`config.mk`:
```
export PLATFORM = sky130hd
export DESIGN_NAME = mem_if_pipe
export DESIGN_NICKNAME = d
export VERILOG_FILES = /design/src/rtl/mem_if_pipe.sv
export SDC_FILE = /design/constraint.sdc
export NUM_CORES = 1
export LEC_CHECK = 0
export BUFFER_PORTS_ARGS = -buffer_cell sky130_fd_sc_hd__buf_2
export CAP_MARGIN = 0
export CELL_PAD_IN_SITES_DETAIL_PLACEMENT = 0
export CELL_PAD_IN_SITES_GLOBAL_PLACEMENT = 2
export CORE_MARGIN = 5
export CORE_UTILIZATION = 52
export CTS_CLUSTER_SIZE = 24
export DETAILED_ROUTE_END_ITERATION = 10
export PLACE_DENSITY = 0.87
export SLEW_MARGIN = 20
export SYNTH_ARGS = -nofsm -noshare
export SYNTH_HDL_FRONTEND = slang
export SYNTH_SLANG_ARGS = --single-unit
```
`constraint.sdc`:
```
create_clock -name clk -period 4.3 [get_ports clk]
set_clock_uncertainty 0.05 [all_clocks]
set_input_delay 0.86 -clock clk [delete_from_list [all_inputs] [get_ports clk]]
set_output_delay 0.86 -clock clk [all_outputs]
set_load 0.01 [all_outputs]
```
`src/rtl/mem_if_pipe.sv`:
```
// mem_if_pipe: single-port synchronous word memory behind a request/response
// interface. It supports byte-write strobes, a fixed response latency, a flag
// for out-of-range addresses, and an optional clear sweep after reset.
//
// Handshake: a request is accepted at a rising edge where req_i=1 and
// req_ready_o=1. At most one request is accepted per cycle. Every accepted
// request gets exactly one response. Responses come out in order, RD_LAT
// cycles after acceptance, as a one-cycle rsp_valid_o pulse. The requester
// cannot stall responses. When rsp_valid_o=0, rsp_rdata_o and rsp_err_o
// are held at 0.
//
// Ports:
//   clk          clock, rising edge
//   rst          synchronous active-high reset
//   req_i        request valid
//   req_rnw_i    1 = read, 0 = write
//   req_addr_i   word address
//   req_wdata_i  write data
//   req_be_i     byte enables, bit k covers wdata[8k+7:8k]
//   req_ready_o  request can be accepted this cycle
//   rsp_valid_o  response valid pulse
//   rsp_rdata_o  read data (0 for writes and errors)
//   rsp_err_o    address >= DEPTH, qualified by rsp_valid_o
//   dbg_state_o  FSM state (0 = INIT sweep, 1 = READY)
module mem_if_pipe #(
    parameter int DATA_W     = 32,
    parameter int ADDR_W     = 4,
    parameter int DEPTH      = 16,
    parameter int RD_LAT     = 1,
    parameter int INIT_CLEAR = 1
) (
    input  logic                clk,
    input  logic                rst,
    input  logic                req_i,
    input  logic                req_rnw_i,
    input  logic [ADDR_W-1:0]   req_addr_i,
    input  logic [DATA_W-1:0]   req_wdata_i,
    input  logic [DATA_W/8-1:0] req_be_i,
    output logic                req_ready_o,
    output logic                rsp_valid_o,
    output logic [DATA_W-1:0]   rsp_rdata_o,
    output logic                rsp_err_o,
    output logic                dbg_state_o
);

    localparam int BE_W = DATA_W / 8;
    // DEPTH is held one bit wider than the address, so DEPTH = 2**ADDR_W fits.
    localparam logic [ADDR_W:0] DEPTH_L = (ADDR_W + 1)'(DEPTH);

    if (DATA_W < 8 || (DATA_W % 8) != 0) begin : g_bad_data_w
        $error("mem_if_pipe: DATA_W must be a positive multiple of 8");
    end
    if (DEPTH < 1 || DEPTH > (1 << ADDR_W)) begin : g_bad_depth
        $error("mem_if_pipe: DEPTH must be in 1..2**ADDR_W");
    end
    if (RD_LAT < 1 || RD_LAT > 4) begin : g_bad_rd_lat
        $error("mem_if_pipe: RD_LAT must be in 1..4");
    end

    typedef enum logic {
        ST_INIT  = 1'b0,
        ST_READY = 1'b1
    } state_t;

    state_t              state_q, state_d;
    logic [ADDR_W-1:0]   cnt_q, cnt_d;
    logic                clr_we;
    logic                acc;
    logic                in_range;

    logic [DATA_W-1:0]   mem [DEPTH];

    logic [RD_LAT-1:0]   vld_q;
    logic [RD_LAT-1:0]   err_q;
    logic [DATA_W-1:0]   dat_q [RD_LAT];

    // ---------------- control FSM ----------------
    always_ff @(posedge clk) begin
        if (rst) begin
            state_q <= (INIT_CLEAR != 0) ? ST_INIT : ST_READY;
            cnt_q   <= '0;
        end else begin
            state_q <= state_d;
            cnt_q   <= cnt_d;
        end
    end

    always_comb begin
        state_d     = state_q;
        cnt_d       = cnt_q;
        clr_we      = 1'b0;
        req_ready_o = 1'b0;
        case (state_q)
            ST_INIT: begin
                // One word is cleared per cycle. The sweep leaves INIT on the
                // same edge that writes the last word.
                clr_we = 1'b1;
                cnt_d  = cnt_q + 1'b1;
                if ({1'b0, cnt_q} == DEPTH_L - 1'b1) begin
                    state_d = ST_READY;
                end
            end
            ST_READY: begin
                req_ready_o = 1'b1;
            end
            default: begin
                state_d = ST_READY;
            end
        endcase
    end

    assign dbg_state_o = state_q;
    assign acc         = req_i & req_ready_o;
    assign in_range    = ({1'b0, req_addr_i} < DEPTH_L);

    // ---------------- storage ----------------
    // rst does not reset the storage. Only the INIT sweep clears it.
    always_ff @(posedge clk) begin
        if (!rst) begin
            if (clr_we) begin
                mem[cnt_q] <= '0;
            end else if (acc && !req_rnw_i && in_range) begin
                for (int b = 0; b < BE_W; b++) begin
                    if (req_be_i[b]) begin
                        mem[req_addr_i][8*b +: 8] <= req_wdata_i[8*b +: 8];
                    end
                end
            end
        end
    end

    // ---------------- response pipeline ----------------
    // Stage 0 captures the response at the accepting edge. The last stage
    // drives the outputs. Any stage not carrying a response holds zero data,
    // so the output is zero whenever valid is low.
    always_ff @(posedge clk) begin
        if (rst) begin
            vld_q <= '0;
            err_q <= '0;
            for (int i = 0; i < RD_LAT; i++) begin
                dat_q[i] <= '0;
            end
        end else begin
            vld_q[0] <= acc;
            err_q[0] <= acc & ~in_range;
            dat_q[0] <= (acc && req_rnw_i && in_range) ? mem[req_addr_i] : '0;
            for (int i = 1; i < RD_LAT; i++) begin
                vld_q[i] <= vld_q[i-1];
                err_q[i] <= err_q[i-1];
                dat_q[i] <= dat_q[i-1];
            end
        end
    end

    assign rsp_valid_o = vld_q[RD_LAT-1];
    assign rsp_err_o   = err_q[RD_LAT-1];
    assign rsp_rdata_o = dat_q[RD_LAT-1];

endmodule

```
# == Word-level counts from Yosys, hierarchy flattened ==
# Memory sizes are Yosys's and may differ from the RTL's.
# Index checks and enable logic that the tools add are counted.
# op_classes
n_reduce_logical,5
add_sub_neg,1
mux,35
n_bitwise,1
eq_ne,1
# ops
operator,count
$mux 32,3
$reduce_or 32->1,2
$mux 1,30
$mux 4,2
$add 4x1->4 const B,1
$eq 4x4->1 const B,1
$logic_and 1x1->1,2
$and 1x1->1,1
$logic_not 1->1,1
# totals
memories,2
wordCells,48
regBits,6
ramBits,544
# mem_list
name,words,width,read_ports,rd_ports_with_merged_regs,write_ports,line_no,source
mem,16,32,1,0,1,71,logic [DATA_W-1:0] mem [DEPTH];
dat_q,1,32,1,0,1,75,logic [DATA_W-1:0] dat_q [RD_LAT];

# == Depth between registers and ports, before layout ==
# depth
ltp_word,9
depth_mapped,6

# == Least setup slack after synthesis ==
# No wires, ideal clock.
# synth_timing
kind,input -> register
from,input port req_rnw_i
to,memory mem[4][16] (enable)
arrival_time_ns,2.711
setup_slack_ns,1.151
setup_time_ns,0.388
stages,6
path_cell_list,nand4bb_1 -> buf_2 -> or4_1 -> buf_6 -> buf_8 -> a221oi_1
# synth_between
elab_chain_len,8
# synth_lines
element,line_no,source
start: declaration,35,"input logic req_rnw_i,"
$logic_not 1->1 *,122,end else if (acc && !req_rnw_i && in_range) begin
$logic_and 1x1->1 *,122,
$mux 1,122,
$mux 1,120,if (clr_we) begin
$mux 1,119,if (!rst) begin
$mux 1 (not written as such),125,mem[req_addr_i][8*b +: 8] <= req_wdata_i[8*b +: 8];
$reduce_or 32->1 (no line),--,
$mux 4 (no line),--,
end: declaration,71,
# Mark *: on every way between the ends. The rest lies on a longest branch, timed or not.

# == Worst setup path after layout ==
# layout_timing
from,"register state_q, in the netlist dbg_state_o"
to,memory mem[1][1] (enable)
# layout_between
elab_chain_len,9
# layout_lines
element,line_no,source
start: declaration,65,"state_t state_q, state_d;"
start signal: assignment,80,state_q <= (INIT_CLEAR != 0) ? ST_INIT : ST_READY;
start signal: assignment,83,state_q <= state_d;
$mux 1,93,case (state_q)
$and 1x1->1,113,assign acc = req_i & req_ready_o;
$logic_and 1x1->1,122,
$mux 1,122,
$mux 1,120,
$mux 1,119,
$mux 1 (not written as such),125,
$reduce_or 32->1 (no line),--,
$mux 4 (no line),--,
# Parallel ways exist; a longest one is shown, timed or not.

==> impl_metrics.csv <==
group,metric,value,unit
floorplanning,design.portCount,80,
global_routing,grt_start_max_net_pins,65,
synth,ys_async_sr_fraction,0,%
clocking,clk_latency,0.59,ns
power,leakage,9.17,nW
floorplanning,die_h,213,µm
setup_path,endpoint_kind,"register",
finish,final_cell_mix,"edfxtp_1 (512), mux4_2 (128), buf_4 (97), buf_2 (76), a221oi_1 (62)",
placed_design,gp_congestion,0.793,
setup_path,crit_fanout,16,
finish,drive_gt1_share,32.2,%
global_routing,use_met3,5.28,%
global_routing,track_usage,22.8,%
route,vias,11100,
floorplanning,placementRows,74,
power,power_density,450,mW/mm²
route,drtAntennaViolNets,0,
finish,nNetsFinal,1230,
finish,fillers,2845,
clocking,h-tree-depth,2,
synth,synth_xor_area_share,0.122,%
route,dr.pass1.iters,6,
synth,synthAdderAreaFrac,0.0582,%
timing,hold_violations,0,
floorplanning,die_width,213,µm
route,wl_per_cell,28.8,µm
floorplanning,start_util,52.7,%
clocking,ctsResizeCount,0,
clocking,cts_buffers,54,
global_routing,grt_use_met1,32.5,%
floorplanning,core,0.0408,mm²
synth,yosysSeqAreaShare,75.0,%
setup_path,crit_type,"reg2reg",
power,ir_worst_vdd,0.277,mV
synth,yosys_warnings,0,
synth,syn_avg_cell_area,20.7,µm²
global_routing,grt_busiest_layer,"met2",
timing,min_period,3.22,ns
min_path,min_path_type,"in2reg",
synth,ys.flop_type,"edfxtp_1",
synth,synth-simple-area-share,2.91,%
finish,final_core_utilization,60.5,%
setup_path,critPathLaunchType,"register",
clocking,cts_hold_buffers,0,
clocking,post_cts_buffers,0,
timing,rsz0062_at_grt,"false",
synth,synth_top_family_by_area,"multiplexers",
timing,fmax,310,MHz
global_routing,grt_pass1_vias,11387,
setup_path,crit_required,4.54,ns
placed_design,dp_hpwl,31700,µm
route,routed_wl,50800,µm
synth,syn-num-nets,1083,
outcome,status,"finished clean",
clocking,clockBufferDepth,3,
synth,synth-seq-cells,550,
flow_run,cap_violations,0,
finish,design_area,0.0247,mm²
global_routing,met2_usage,36.2,%
timing,fin_tns_setup,0,ns
timing,worst_pin_slew,1.07,ns
global_routing,antenna_found_initial,1,
placed_design,place.port_buffers,78,
global_routing,globalRoute.totalOverflow,0,
finish,syn_to_final_growth,14.9,%
synth,synthDistinctLibCells,40,
clocking,cts_tree,"yes",
floorplanning,design.die.area,0.0455,mm²
timing,relSlewSlack,29.0,%
synth,syn_area,0.0215,mm²
timing,setup_violations,0,
clocking,cts_sinks,550,
setup_path,crit_arrival,3.46,ns
finish,layout_commonest_cell,"edfxtp_1",
clocking,cts_root_buf,"clkbuf_16",
timing,final_max_slew_viol_count,0,
synth,synth_mux_area_share,14.9,%
synth,synth-compound-area-share,4.37,%
placed_design,placed_area,0.0229,mm²
global_routing,grt_pass1_wl,76000,µm
synth,syn_inst,1038,
timing,period_share,74.9,%
route,vias_per_cell,6.31,
synth,synth_edf_count,512,
clocking,cts.clk_slew.worst_paths,0.06,ns
route,remaining_drc_errors,0,
route,first_iter_violations,1171,
finish,diodes,0,
-- stage by stage --
| stage | worst slack [ns] | power [W] | cells | hold WS [ns] |
|---|---|---|---|---|
| after floorplan | 1.15 | 0.00620 | 1038 | 0.494 |
| after global placement | 0.809 | 0.00633 | 1661 | 0.535 |
| after detailed placement | 0.686 | 0.00634 | 1661 | 0.538 |
| after CTS | 1.13 | 0.0112 | 1760 | 0.493 |
| after global routing | 0.931 | 0.0114 | 1760 | 0.531 |
| final | 1.08 | 0.0111 | 1760 | 0.530 |
-- routing by layer --
| layer | share of wire (%) | routed length (µm) |
|---|---|---|
| met1 | 39 | 20000 |
| met2 | 48 | 24500 |
| met3 | 9.3 | 4700 |
| met4 | 3.0 | 1510 |
| met5 | 0 | 0 |
-- state kept, by name (all words and copies together) (netlist names) --
| register | flops |
|---|---|
| rsp_valid_o | 1 |
| dbg_state_o | 1 |
| mem | 512 |
| cnt_q | 4 |
| dat_q | 32 |
-- area by class of cell --
type                            instances  area (µm²)  area share, %
Sequential cell                       550       16100           65.3
Multi-Input combinational cell        373        4830           19.5
Clock buffer                           65        1460           5.89
Timing Repair Buffer                  174        1120           4.54
Tap cell                              532         666           2.69
Clock inverter                         34         387           1.56
Inverter                               32         120          0.486
-- cell families after synthesis --
group           Yosys count
xor+xnor                  3
fa+ha+maj                 1
buf+inv                 115
flops                   550
compound gates          109
simple gates             98
mux                     161
other cells               1
-- cells in the mapped netlist, types with 3 or more instances --
cell type	number	area share [%]
a21o_2	4	0.16
a221oi_1	62	2.5
and3_1	32	0.93
buf_1	6	0.10
buf_2	21	0.49
buf_4	3	0.10
buf_6	6	0.31
clkbuf_1	43	0.75
dfxtp_1	38	3.5
edfxtp_1	512	72
inv_1	32	0.56
mux2i_1	33	1.5
mux4_2	128	13
nand3_1	33	0.77
nand3b_1	4	0.14
nand4b_1	3	0.12
nor2_1	7	0.12
nor2b_1	4	0.12
o21ai_1	6	0.14
o221ai_1	32	1.3
or4_1	3	0.10
-- critical path: stages, from the launching register on --
cell and delay (ns):
dfxtp_1 0.61, nand4bb_1 0.43, or4_1 1.10, a221oi_1 0.48, buf_4 0.25
-- power by group --
group	internal [W]	leakage, nW	switching (W)
logic	0.000159	2.39	0.000231
registers	0.00582	5.88	0.0000193
clock network	0.00294	0.904	0.00194
-- worst paths after layout --
check | to | from | slack, ns | cells past startpoint
worst max-delay path | mem[1][1]$_DFFE_PP_ | dbg_state_o$_SDFF_PP0_ | 1.08 | 4
worst max register to register | mem[1][1]$_DFFE_PP_ | dbg_state_o$_SDFF_PP0_ | 1.08 | 4
worst min-delay path | cnt_q[0]$_SDFFE_PP0N_ | rst | 0.53 | 2
worst min register to register | dbg_state_o$_SDFF_PP0_ | cnt_q[3]$_SDFFE_PP0N_ | 0.55 | 2
Note: power is estimated with default switching activity, not from simulation.
